## config.mk

```make
export PLATFORM = sky130hd
export DESIGN_NAME = page_switch_ctrl_flat
export DESIGN_NICKNAME = d
export VERILOG_FILES = /design/src/rtl/page_regs_pkg.sv /design/src/rtl/avmm_if.sv /design/src/rtl/ps_timeout_timer.sv /design/src/rtl/page_switch_ctrl.sv /design/src/flat_wrapper.sv
export SDC_FILE = /design/constraint.sdc
export NUM_CORES = 1
export LEC_CHECK = 0
export BUFFER_PORTS_ARGS = -buffer_cell sky130_fd_sc_hd__buf_4
export CAP_MARGIN = 20
export CORE_MARGIN = 4
export CORE_UTILIZATION = 35
export CTS_CLUSTER_DIAMETER = 100
export DETAILED_ROUTE_END_ITERATION = 10
export HOLD_SLACK_MARGIN = 0.15
export PLACE_DENSITY = 0.8
export SYNTH_ARGS = -nofsm -noshare
export SYNTH_HDL_FRONTEND = slang
export SYNTH_HIERARCHICAL = 1
export SYNTH_SLANG_ARGS = --single-unit
```

## constraint.sdc

```tcl
create_clock -name clock -period 2 [get_ports clock]
set_clock_uncertainty 0.05 [all_clocks]
set_input_delay 0.4 -clock clock [delete_from_list [all_inputs] [get_ports clock]]
set_output_delay 0.4 -clock clock [all_outputs]
set_load 0.03 [all_outputs]
```

## src/rtl/page_regs_pkg.sv

```systemverilog
`default_nettype none
// ============================================================================
// Module   : page_regs_pkg
// Purpose  : Register map shared by the page-selector slave and the
//            page_switch_ctrl master that sequences page changes.
// Contents : regs_t - byte offsets of the page-selector registers.
// Revision : 1.0 - initial release
// ============================================================================
package page_regs_pkg;

    typedef enum logic [7:0] {
        SR       = 8'h00,
        CR       = 8'h04,
        CR_S     = 8'h08,
        CR_C     = 8'h0C,
        PAGE_NUM = 8'h10
    } regs_t;

endpackage
`default_nettype wire

```

## src/rtl/avmm_if.sv

```systemverilog
`default_nettype none
// ============================================================================
// Module   : avmm_if
// Purpose  : Single-beat Avalon-MM bundle.
// Ports    : master - drives address/read/write/writedata/burstcount,
//                     receives waitrequest/readdata/readdatavalid.
//            slave  - the mirror image.
// Revision : 1.0 - initial release
// ============================================================================
interface avmm_if #(
    parameter int AW  = 16,
    parameter int DW  = 64,
    parameter int BCW = 4
);
    logic [AW-1:0]  address;
    logic           read;
    logic           write;
    logic [DW-1:0]  writedata;
    logic [BCW-1:0] burstcount;
    logic           waitrequest;
    logic [DW-1:0]  readdata;
    logic           readdatavalid;

    modport master (
        output address, read, write, writedata, burstcount,
        input  waitrequest, readdata, readdatavalid
    );

    modport slave (
        input  address, read, write, writedata, burstcount,
        output waitrequest, readdata, readdatavalid
    );
endinterface
`default_nettype wire

```

## src/rtl/ps_timeout_timer.sv

```systemverilog
`default_nettype none
// ============================================================================
// Module   : ps_timeout_timer
// Purpose  : Read-response watchdog. Counts enabled cycles after a clear and
//            flags expiry once the count reaches TIMEOUT-1.
// Ports    : clk, rst (async, active-high)
//            clr     - restart count at zero (wins over en)
//            en      - count this cycle
//            expired - count has reached TIMEOUT-1 (holds until clr)
// Revision : 1.0 - initial release
// ============================================================================
module ps_timeout_timer #(
    parameter  int TIMEOUT = 16,
    localparam int TW      = $clog2(TIMEOUT)
) (
    input  logic clk,
    input  logic rst,
    input  logic clr,
    input  logic en,
    output logic expired
);

    logic [TW-1:0] cnt_q;
    logic [TW-1:0] cnt_d;

    assign expired = (cnt_q == TW'(TIMEOUT - 1));

    always_comb begin
        cnt_d = cnt_q;
        if (clr) begin
            cnt_d = '0;
        end else if (en && !expired) begin
            // Saturate at the expiry value so expired stays asserted.
            cnt_d = cnt_q + 1'b1;
        end
    end

    always_ff @(posedge clk or posedge rst) begin
        if (rst) begin
            cnt_q <= '0;
        end else begin
            cnt_q <= cnt_d;
        end
    end

endmodule
`default_nettype wire

```

## src/rtl/page_switch_ctrl.sv

```systemverilog
`default_nettype none
// ============================================================================
// Module   : page_switch_ctrl
// Purpose  : Avalon-MM master that changes the active page of the
//            page-selector block: writes PAGE_NUM, reads it back, compares,
//            and retries on mismatch or read timeout.
// Ports    : clock, reset     - single clock, async active-high reset
//            req, req_page    - page-change request (sampled in IDLE only)
//            busy             - request in progress
//            done             - one-cycle pulse, page verified
//            error            - sticky, retries exhausted; cleared on accept
//            cur_page         - last verified page
//            bus              - avmm_if master port
// Revision : 1.0 - initial release
// ============================================================================
module page_switch_ctrl
    import page_regs_pkg::*;
#(
    parameter int            AW         = 16,
    parameter int            DW         = 64,
    parameter int            BCW        = 4,
    parameter int            PAGE_COUNT = 4,
    parameter int            PCW        = $clog2(PAGE_COUNT),
    parameter logic [AW-1:0] PAGE_ADDR  = AW'(PAGE_NUM),
    parameter int            MAX_RETRY  = 2,
    parameter int            TIMEOUT    = 16
) (
    input  logic           clock,
    input  logic           reset,
    input  logic           req,
    input  logic [PCW-1:0] req_page,
    output logic           busy,
    output logic           done,
    output logic           error,
    output logic [PCW-1:0] cur_page,
    avmm_if.master         bus
);

    typedef enum logic [2:0] {
        S_IDLE  = 3'd0,
        S_WR    = 3'd1,
        S_RD    = 3'd2,
        S_RWAIT = 3'd3,
        S_FAIL  = 3'd4,
        S_DONE  = 3'd5,
        S_ERROR = 3'd6
    } state_t;

    state_t         state_q,     state_d;
    logic [PCW-1:0] tgt_q,       tgt_d;
    logic [2:0]     retry_q,     retry_d;
    logic           busy_q,      busy_d;
    logic           error_q,     error_d;
    logic [PCW-1:0] cur_page_q,  cur_page_d;
    logic [AW-1:0]  address_q,   address_d;
    logic [DW-1:0]  writedata_q, writedata_d;

    logic w_timer_clr;
    logic w_timer_en;
    logic w_timer_expired;
    logic w_rd_match;
    logic w_unused;

    // Only the page field of the read-back word is meaningful.
    assign w_rd_match = (bus.readdata[PCW-1:0] == tgt_q);
    assign w_unused   = ^{bus.readdata[DW-1:PCW]};

    ps_timeout_timer #(
        .TIMEOUT (TIMEOUT)
    ) u_timer (
        .clk     (clock),
        .rst     (reset),
        .clr     (w_timer_clr),
        .en      (w_timer_en),
        .expired (w_timer_expired)
    );

    always_comb begin
        state_d     = state_q;
        tgt_d       = tgt_q;
        retry_d     = retry_q;
        busy_d      = busy_q;
        error_d     = error_q;
        cur_page_d  = cur_page_q;
        address_d   = address_q;
        writedata_d = writedata_q;
        w_timer_clr = 1'b0;
        w_timer_en  = 1'b0;

        case (state_q)
            S_IDLE: begin
                if (req) begin
                    tgt_d       = req_page;
                    retry_d     = '0;
                    error_d     = 1'b0;
                    busy_d      = 1'b1;
                    address_d   = PAGE_ADDR;
                    writedata_d = DW'(req_page);
                    state_d     = S_WR;
                end
            end
            S_WR: begin
                if (!bus.waitrequest) begin
                    state_d = S_RD;
                end
            end
            S_RD: begin
                if (!bus.waitrequest) begin
                    w_timer_clr = 1'b1;
                    state_d     = S_RWAIT;
                end
            end
            S_RWAIT: begin
                w_timer_en = 1'b1;
                // A response on the expiry cycle is still compared.
                if (bus.readdatavalid) begin
                    state_d = w_rd_match ? S_DONE : S_FAIL;
                end else if (w_timer_expired) begin
                    state_d = S_FAIL;
                end
            end
            S_FAIL: begin
                if (retry_q < 3'(MAX_RETRY)) begin
                    retry_d = retry_q + 3'd1;
                    state_d = S_WR;
                end else begin
                    state_d = S_ERROR;
                end
            end
            S_DONE: begin
                cur_page_d = tgt_q;
                busy_d     = 1'b0;
                state_d    = S_IDLE;
            end
            S_ERROR: begin
                error_d = 1'b1;
                busy_d  = 1'b0;
                state_d = S_IDLE;
            end
            default: begin
                busy_d  = 1'b0;
                state_d = S_IDLE;
            end
        endcase
    end

    always_ff @(posedge clock or posedge reset) begin
        if (reset) begin
            state_q     <= S_IDLE;
            tgt_q       <= '0;
            retry_q     <= '0;
            busy_q      <= 1'b0;
            error_q     <= 1'b0;
            cur_page_q  <= '0;
            address_q   <= '0;
            writedata_q <= '0;
        end else begin
            state_q     <= state_d;
            tgt_q       <= tgt_d;
            retry_q     <= retry_d;
            busy_q      <= busy_d;
            error_q     <= error_d;
            cur_page_q  <= cur_page_d;
            address_q   <= address_d;
            writedata_q <= writedata_d;
        end
    end

    // Strobes decode straight from the state register so an async reset
    // removes them in the same cycle; WR and RD are exclusive states.
    assign bus.write      = (state_q == S_WR);
    assign bus.read       = (state_q == S_RD);
    assign bus.address    = address_q;
    assign bus.writedata  = writedata_q;
    assign bus.burstcount = BCW'(1);

    assign busy     = busy_q;
    assign done     = (state_q == S_DONE);
    assign error    = error_q;
    assign cur_page = cur_page_q;

endmodule
`default_nettype wire

```

## src/flat_wrapper.sv

```systemverilog
// flat-port wrapper written by rule: the top's interface ports become plain ports
module page_switch_ctrl_flat import page_regs_pkg::*;
#(
    parameter int            AW         = 16,
    parameter int            DW         = 64,
    parameter int            BCW        = 4,
    parameter int            PAGE_COUNT = 4,
    parameter int            PCW        = $clog2(PAGE_COUNT),
    parameter logic [AW-1:0] PAGE_ADDR  = AW'(PAGE_NUM),
    parameter int            MAX_RETRY  = 2,
    parameter int            TIMEOUT    = 16
)
  (clock, reset, req, req_page, busy, done, error, cur_page, bus_address, bus_read, bus_write, bus_writedata, bus_burstcount, bus_waitrequest, bus_readdata, bus_readdatavalid);
  avmm_if #(.AW(AW), .DW(DW), .BCW(BCW)) bus_i ();
  input  logic clock;
  input  logic reset;
  input  logic req;
  input  logic [PCW-1:0] req_page;
  output logic busy;
  output logic done;
  output logic error;
  output logic [PCW-1:0] cur_page;
  output wire logic [$bits(bus_i.address)-1:0] bus_address;
  output wire logic [$bits(bus_i.read)-1:0] bus_read;
  output wire logic [$bits(bus_i.write)-1:0] bus_write;
  output wire logic [$bits(bus_i.writedata)-1:0] bus_writedata;
  output wire logic [$bits(bus_i.burstcount)-1:0] bus_burstcount;
  input wire logic [$bits(bus_i.waitrequest)-1:0] bus_waitrequest;
  input wire logic [$bits(bus_i.readdata)-1:0] bus_readdata;
  input wire logic [$bits(bus_i.readdatavalid)-1:0] bus_readdatavalid;
  assign bus_address = bus_i.address;
  assign bus_read = bus_i.read;
  assign bus_write = bus_i.write;
  assign bus_writedata = bus_i.writedata;
  assign bus_burstcount = bus_i.burstcount;
  assign bus_i.waitrequest = bus_waitrequest;
  assign bus_i.readdata = bus_readdata;
  assign bus_i.readdatavalid = bus_readdatavalid;
  page_switch_ctrl #(.AW(AW), .DW(DW), .BCW(BCW), .PAGE_COUNT(PAGE_COUNT), .PCW(PCW), .PAGE_ADDR(PAGE_ADDR), .MAX_RETRY(MAX_RETRY), .TIMEOUT(TIMEOUT)) u_core (.clock(clock), .reset(reset), .req(req), .req_page(req_page), .busy(busy), .done(done), .error(error), .cur_page(cur_page), .bus(bus_i));
endmodule
```

==> results of run 1 <==
==> registers in the layout, summed over array words and instances, names as in the netlist <==
name / cells
u_core/u_timer/cnt_q: 4
u_core/retry_q: 3
u_core/state_q: 3
u_core/bus.writedata: 2
u_core/cur_page: 2
u_core/bus.address: 1
u_core/busy: 1
u_core/error: 1
==> power by group <==
part           total (mW)  internal, mW  switching [mW]
logic               0.974         0.359           0.615
clock network       0.263         0.141           0.121
registers           0.619         0.464           0.154
total                1.86         0.965           0.891
==> area by class of cell <==
type                            count  area, um^2
Inverter                            7        26.3
Multi-Input combinational cell    150         762
Clock buffer                        4        45.0
Tap cell                           50        62.6
Sequential cell                    17         425
Fill cell                         436        2670
Timing Repair Buffer               20         153
==> per-stage QoR <==
stage	hold slack [ns]	util	instance area [um^2]	instances	power [mW]
final	0.333	0.356	1470	248	1.86
after global routing	0.328	0.356	1470	248	1.99
after CTS	0.328	0.356	1470	248	1.86
after detailed placement	0.263	0.342	1420	243	1.59
after global placement	0.254	0.342	1420	243	1.57
after floorplan	0.116	-	1840	258	1.50
==> worst reg2reg max path: cells and delay by family (launching register included) <==
kind             cells  cell delay [ns]
AND/OR/NAND/NOR      2             0.58
multiplexers         1             0.30
flip-flops           1             0.59
==> per-layer routing <==
layer | global-route usage | up-vias
met5 | 0 | -
met2 | 0.130 | 71
met3 | 0.0189 | 2
met1 | 0.114 | 436
li1 | - | 457
met4 | 0.0316 | 0
==> synthesized netlist by cell type <==
cell type	instances
ha_1	2
buf_2	1
mux2_4	1
and3b_1	1
mux2i_1	1
or4_1	1
o21ai_0	5
and3_1	2
nand3_1	1
buf_4	83
nor3b_1	1
o22ai_1	1
nor2b_1	5
mux2_2	4
nand2_1	6
and4b_2	1
nor2_1	7
conb_1	2
nor3_1	3
a32oi_1	1
and3_4	1
or2_2	3
a31oi_1	1
nand4_1	2
inv_1	7
nand2b_1	2
a22oi_1	1
nor2b_4	1
or3b_1	1
a21oi_1	9
o31ai_1	1
a22o_1	1
o21ai_1	1
dfrtp_1	17
xnor2_1	2
==> final timing paths <==
path	startpoint	to
setup / recovery	u_core/state_q[1]	done
hold / removal	req_page[0]	u_core/bus.writedata[0]
setup reg to reg	u_core/state_q[1]	u_core/u_timer/cnt_q[0]
hold reg to reg	u_core/bus.address[4]	u_core/bus.address[4]
max in group asynchronous	reset	u_core/cur_page[1]
min in group asynchronous	reset	u_core/u_timer/cnt_q[2]
==> placed cells by master, fill, tap and decap left out <==
cell type and n:
a21oi_1 9, a22o_1 1, a22oi_1 1, a31oi_1 1, a32oi_1 1, and3_1 2, and3_4 1, and3b_1 1
and4b_2 1, buf_4 19, clkbuf_1 1, clkbuf_8 3, conb_1 81, dfrtp_1 17, dlygate4sd3_1 1, ha_1 2
inv_1 7, mux2_2 4, mux2_4 1, mux2i_1 1, nand2_1 6, nand2b_1 2, nand3_1 1, nand4_1 2
nor2_1 7, nor2b_1 5, nor2b_4 1, nor3_1 3, nor3b_1 1, o21ai_0 5, o21ai_1 1, o22ai_1 1
o31ai_1 1, or2_2 3, or3b_1 1, or4_1 1, xnor2_1 2
==> kinds of logic (layout without fill, tap and decap cells) <==
kind of cell / Yosys count / in the layout / synth area share
multiplexers: 6 / 6 / 0.0453
flip-flops: 17 / 17 / 0.275
adder cells (fa/ha/maj): 2 / 2 / 0.0162
AND/OR/NAND/NOR: 38 / 38 / 0.146
other: 2 / 81 / 0.00486
XOR/XNOR: 2 / 2 / 0.0113
AO/OA/AOI/OAI: 21 / 21 / 0.0777
buffers and inverters: 91 / 31 / 0.423
==> metrics.cfg, run 1 <==
[clocking]
cts_tree = done
h-tree-depth = 1
cts.path.max_buffers = 2
post_cts_buffers = 0
cts_resized = 0
hold_buffers = 1
cts_made_buffers = 3
cts_root_buf = clkbuf_8
cts_sinks = 17
clkSlewWorstSetupHoldPaths_ns = 0.07
worstSkewPairLatency_ns = 0.25

[cells_and_area]
antenna_cells = 0
drive_gt1_frac = 0.167
final_nets = 272
area_delta_synth_final_pct = -4.62

[worst_hold_path]
hold_depth = 2
hold_class = primary input to flip-flop

[detailed_routing]
drcViolationCount = 0
wl_met1_mm = 1.01
routed_wl_mm = 2.50
drt.antenna.violating_nets = 0
wl_met2_mm = 1.15
highest_layer = met4
vias = 966
vias_per_cell = 3.90
wl_met3_um = 327
first_pass_iters = 4
post_drt_wl_per_cell_um = 10.1
drtIter0Drc = 9

[power_and_ir_drop]
p_per_area_nw_per_um2 = 1260
vdd_ir_drop_max_mv = 0.758
power_leakage_nw = 0.800

[logic_synthesis]
yosysUniqueCellTypes = 35
synth_seq_area_share = 0.275
synthCells = 179
netlist.area_leader.share = 0.403
synth.avg_cell_area_um2 = 8.63
synthTopCellsByArea = buf_4 40%, dfrtp_1 28%, a21oi_1 2.9%, mux2_2 2.9%, nor2b_1 2.0%
yosysWarningCount = 6
syn_area_um2 = 1550
synth-seq-cells = 17
synth_area_leader_cell = buf_4

[worst_setup_path]
worstSetupPathDepth = 4
rrSetupSlack_ns = 0.36
end_kind = output pin
crit_path_cell_trace = nor2b_1, nand2_1, inv_1, buf_4
reg2reg_depth = 3
path_class = flip-flop to output pin
start_kind = flip-flop
worst-path-buf-inv = 2
crit_family = flip-flops
max_stage_delay_ns = 0.53
crit_required_ns = 1.55
critical_path_arrival_ns = 1.42
critPathSlowestCell = dfrtp_1
critPathMaxFanout = 15

[sta]
clock.fmax_mhz = 534
worst_slack_ns = 0.127
finalSetupViolations = 0
drv_slew = 0
hold_violations = 0
finalCriticalPeriod_ns = 1.87
relSlewSlack = 0.644
tns_ns = 0
fin_crit_sh = 0.937
rsz0062_at_grt = no
tightest_slew_ns = 0.533

[place]
post-place-ws_ns = 0.400
port_buffers = 18
hpwl_mm = 2.02
gp_congestion = 0.832

[floorplanning]
fp.dieH_um = 74.4
start_util = 0.373
die_x_um = 74.4
num_io_pins = 162
core_um2 = 4140
row_count = 23
die_area_um2 = 5540

[grt]
grt_max_degree = 16
gr-usage-all-layers = 0.0838
grt_pass1_wl_mm = 3.65
antenna_found_initial = 0
first_global_vias = 845
grt_overflow = 0

[flow_run]
cap_violations = 0

[run_status]
status = finished clean

No activity file was read; power rests on OpenSTA's default activity.
==> run 2: changes to the inputs <==
--- a/config.mk
+++ b/config.mk
@@ -7,10 +7,12 @@
 export LEC_CHECK = 0
 export BUFFER_PORTS_ARGS = -buffer_cell sky130_fd_sc_hd__buf_4
 export CAP_MARGIN = 20
+export CORE_ASPECT_RATIO = 1.5
 export CORE_MARGIN = 4
 export CORE_UTILIZATION = 35
 export CTS_CLUSTER_DIAMETER = 100
 export DETAILED_ROUTE_END_ITERATION = 10
+export GPL_TIMING_DRIVEN = 0
 export HOLD_SLACK_MARGIN = 0.15
 export PLACE_DENSITY = 0.8
 export SYNTH_ARGS = -nofsm -noshare
==> metrics.cfg, run 2 (same netlist as run 1, synthesis figures left out) <==
[run_status]
status = finished clean

[detailed_routing]
post_drt_wl_per_cell_um = 9.27
drt.antenna.violating_nets = 0
routed_wl_mm = 3.03
drcViolationCount = 0
first_pass_iters = 4
vias_per_cell = 3.80
drtIter0Drc = 47
vias = 1242

[grt]
gr-usage-all-layers = 0.102
grt_overflow = 0
grt_max_degree = 14
antenna_found_initial = 0
first_global_vias = 1175
grt_pass1_wl_mm = 4.74

[worst_setup_path]
crit_start = u_core/state_q[1]
crit_required_ns = 1.55
crit_family = buffers and inverters
critPathMaxFanout = 10
critPathSlowestCell = dfrtp_1
max_stage_delay_ns = 0.43
worstSetupPathDepth = 4
rrSetupSlack_ns = 0.34
end_kind = output pin
r2r_start = u_core/state_q[1]
path_class = flip-flop to output pin
start_kind = flip-flop
worst-path-buf-inv = 3
r2r_end = u_core/u_timer/cnt_q[0]
crit_path_cell_trace = buf_2, inv_1, nor3_1, buf_4
reg2reg_depth = 5
critical_path_arrival_ns = 1.41

[sta]
tightest_slew_ns = 0.509
tns_ns = 0
rsz0062_at_grt = no
finalCriticalPeriod_ns = 1.86
finalSetupViolations = 0
clock.fmax_mhz = 538
relSlewSlack = 0.661
drv_slew = 0
fin_crit_sh = 0.930
hold_violations = 0

[clocking]
cts_resized = 0
cts_tree = done
cts_sinks = 17
h-tree-depth = 1
cts.path.max_buffers = 2
worstSkewPairLatency_ns = 0.26
cts_made_buffers = 3
cts_root_buf = clkbuf_8
clkSlewWorstSetupHoldPaths_ns = 0.07

[floorplanning]
start_util = 0.364
num_io_pins = 162
row_count = 29
die_area_um2 = 5560
die_x_um = 62.3
fp.dieH_um = 89.4
core_um2 = 4250

[power_and_ir_drop]
p_per_area_nw_per_um2 = 967
power_leakage_nw = 1.25
vdd_ir_drop_max_mv = 0.707

[worst_hold_path]
hold_class = primary input to flip-flop
hold_end = u_core/bus.writedata[0]
min_from = req_page[0]
hold_depth = 2

[cells_and_area]
antenna_cells = 0
fin_util = 0.492
top_register = u_core/u_timer/cnt_q
final_nets = 355
area_delta_synth_final_pct = 35.3
drive_gt1_frac = 0.416
largestRegisters = u_core/u_timer/cnt_q x4, u_core/retry_q x3, u_core/state_q x3
final_common_cell = buf_4
largest_reg_flops = 4
nFillCells = 433
mostFrequentLayoutCells = 101 x buf_4, 81 x conb_1, 17 x dfrtp_1

[place]
gp_congestion = 0.786
port_buffers = 18
hpwl_mm = 2.60

[flow_run]
cap_violations = 0

run 2: repair_timing:
item | 4_1_cts | 5_1_grt
hold buffers | 1 | 0
setup buffers | 0 | 0
endpoints found under the hold margin | 17 | 0
run 2: power by group:
| group | leakage (nW) | internal [mW] | switching (mW) |
|---|---|---|---|
| Combinational | 1.02 | 0.487 | 0.699 |
| Sequential | 0.212 | 0.465 | 0.105 |
| Clock | 0.0255 | 0.139 | 0.127 |
run 2: worst register-to-register path, stage by stage (launching register included):
cell and delay (ns):
dfrtp_1 0.43, buf_2 0.24, nor2b_1 0.19, and3_1 0.30, nor2b_1 0.07, mux2_4 0.27
run 2: area by class of cell:
type	instances	area (um^2)	area share
buffer	84	628	0.300
clock buffer	3	41.3	0.0197
clock inverter	1	5.00	0.00239
inverter	7	26.3	0.0126
multi-input combinational	150	762	0.364
sequential	17	425	0.203
tap	46	57.6	0.0275
timing repair buffer	19	145	0.0694
run 2: per-stage QoR:
step	cell area, um^2	hold slack [ns]	power (mW)	cells	setup WS (ns)
after floorplan	1840	0.116	1.50	258	0.278
after global placement	2030	0.258	1.73	322	0.400
after detailed placement	2030	0.263	1.76	322	0.354
after CTS	2090	0.317	2.03	327	0.0842
after global routing	2090	0.320	2.16	327	0.0327
final	2090	0.320	2.02	327	0.140
run 2: routing by layer:
metal | wire length, um | up-vias | track usage
li1 | - | 624 | -
met1 | 1040 | 529 | 0.0976
met2 | 1520 | 84 | 0.191
met3 | 433 | 5 | 0.0440
met4 | 40 | 0 | 0.0425
met5 | 0 | - | 0
run 2: worst max-delay path by stage:
| stage | endpoint | slack, ns |
|---|---|---|
| after floorplan | bus_read | 0.28 |
| final | bus_read | 0.14 |
| after CTS | bus_read | 0.08 |
| after detailed placement | u_core/u_timer/cnt_q[0] | 0.35 |
| after global placement | bus_read | 0.40 |
| after global routing | bus_read | 0.03 |
==> run 3: changes to the inputs <==
--- a/config.mk
+++ b/config.mk
@@ -9,12 +9,13 @@
 export CAP_MARGIN = 20
 export CORE_ASPECT_RATIO = 1.5
 export CORE_MARGIN = 4
-export CORE_UTILIZATION = 35
+export CORE_UTILIZATION = 36
+export CTS_BUF_LIST = sky130_fd_sc_hd__clkbuf_4
 export CTS_CLUSTER_DIAMETER = 100
 export DETAILED_ROUTE_END_ITERATION = 10
 export GPL_TIMING_DRIVEN = 0
 export HOLD_SLACK_MARGIN = 0.15
-export PLACE_DENSITY = 0.8
+export PLACE_DENSITY = 0.82
 export SYNTH_ARGS = -nofsm -noshare
 export SYNTH_HDL_FRONTEND = slang
 export SYNTH_HIERARCHICAL = 1
==> metrics.cfg, run 3 (same netlist as run 1, synthesis figures left out) <==
[detailed_routing]
routed_wl_mm = 2.94
drtIter0Drc = 25
first_pass_iters = 4
post_drt_wl_per_cell_um = 9.01
vias_per_cell = 3.77
drt.antenna.violating_nets = 0
drcViolationCount = 0
vias = 1228

[worst_setup_path]
crit_required_ns = 1.55
critPathMaxFanout = 10
critical_path_arrival_ns = 1.36
start_kind = flip-flop
end_kind = output pin
path_class = flip-flop to output pin
reg2reg_depth = 5

[clocking]
post_cts_buffers = 0
worstSkewPairLatency_ns = 0.29
cts_tree = done
clkSlewWorstSetupHoldPaths_ns = 0.09
cts_made_buffers = 3
cts.path.max_buffers = 2
h-tree-depth = 1
cts_sinks = 17
cts_root_buf = clkbuf_4

[cells_and_area]
fin_util = 0.516
largest_reg_flops = 4
final_common_cell = buf_4
drive_gt1_frac = 0.420
top_register = u_core/u_timer/cnt_q
largestRegisters = u_core/u_timer/cnt_q x4, u_core/retry_q x3, u_core/state_q x3
antenna_cells = 0
mostFrequentLayoutCells = 101 x buf_4, 81 x conb_1, 16 x dfrtp_1
final_nets = 355
area_delta_synth_final_pct = 34.4

[place]
hpwl_mm = 2.53
port_buffers = 18
gp_congestion = 0.827

[grt]
antenna_found_initial = 0
grt_pass1_wl_mm = 4.58
grt-busiest-layer = met2
use_met3 = 0.0277
grt_overflow = 0
first_global_vias = 1131
gr-usage-all-layers = 0.109
grt_max_degree = 14
grtUsageMet1 = 0.127
met2_usage = 0.180

[sta]
clock.fmax_mhz = 553
relSlewSlack = 0.660
finalCriticalPeriod_ns = 1.81
tns_ns = 0
tightest_slew_ns = 0.509
drv_slew = 0
hold_violations = 0
finalSetupViolations = 0
hold_slack_ns = 0.291
fin_crit_sh = 0.905
rsz0062_at_grt = no

[floorplanning]
die_area_um2 = 5430
row_count = 28
start_util = 0.384
fp.dieH_um = 88.2
num_io_pins = 162
die_x_um = 61.5
core_um2 = 4030

[worst_hold_path]
hold_class = primary input to flip-flop
hold_depth = 2

[power_and_ir_drop]
p_per_area_nw_per_um2 = 944
power_leakage_nw = 1.24
vdd_ir_drop_max_mv = 0.590
power.total_mw = 1.96

[run_status]
status = finished clean

[flow_run]
cap_violations = 0

-- run 3: cell types whose count changed in the layout (fill, tap and decap cells not counted) --
cell / delta
dfrtp_1: -1
dfrtp_2: +1
buf_2: -1
clkbuf_4: +5
clkinv_2: -1
clkbuf_8: -3
-- run 3: worst paths after layout --
check                                      startpoint                 endpoint  slack [ns]
min in group asynchronous                       reset  u_core/u_timer/cnt_q[0]        0.50
max in group asynchronous                       reset        u_core/state_q[1]        0.88
worst min register to register  u_core/bus.address[4]    u_core/bus.address[4]        0.44
worst max register to register      u_core/state_q[1]  u_core/u_timer/cnt_q[0]        0.43
worst max-delay path                u_core/state_q[1]                 bus_read        0.19
worst min-delay path                      req_page[0]  u_core/bus.writedata[0]        0.29
-- run 3: cell type report --
class / instances / area [um^2]
sequential: 17 / 427
inverter: 7 / 26.3
clock buffer: 4 / 30.0
buffer: 84 / 631
fill: 386 / 1950
timing repair buffer: 19 / 145
multi-input combinational: 150 / 762
tap: 45 / 56.3
-- run 3: timing repair --
action,in CTS,in global routing
resized for setup,0,2
setup endpoints to repair,0,1
hold buffers,1,0
hold endpoints to repair,17,0
-- run 3: metrics by stage --
stage	instances	setup slack, ns	cell area, um^2
after floorplan	258	0.278	1840
after global placement	321	0.408	2030
after detailed placement	321	0.399	2030
after CTS	326	0.0629	2070
after global routing	326	0.0236	2080
final	326	0.191	2080
-- run 3: metal layers --
layer  routed length [um]  share of wire
met2                 1440           0.49
met3                  469           0.16
met4                   33          0.011
met5                    0              0
met1                  997           0.34
-- run 3: report_power, final --
group / internal, mW / switching, mW
sequential: 0.466 / 0.109
clock: 0.0910 / 0.108
combinational: 0.491 / 0.696
total: 1.05 / 0.912
-- run 3: worst max-delay path, stage by stage (launching register included) --
cell and delay (ns):
dfrtp_2 0.43, clkbuf_4 0.21, inv_1 0.06, nor3_1 0.18
buf_4 0.20
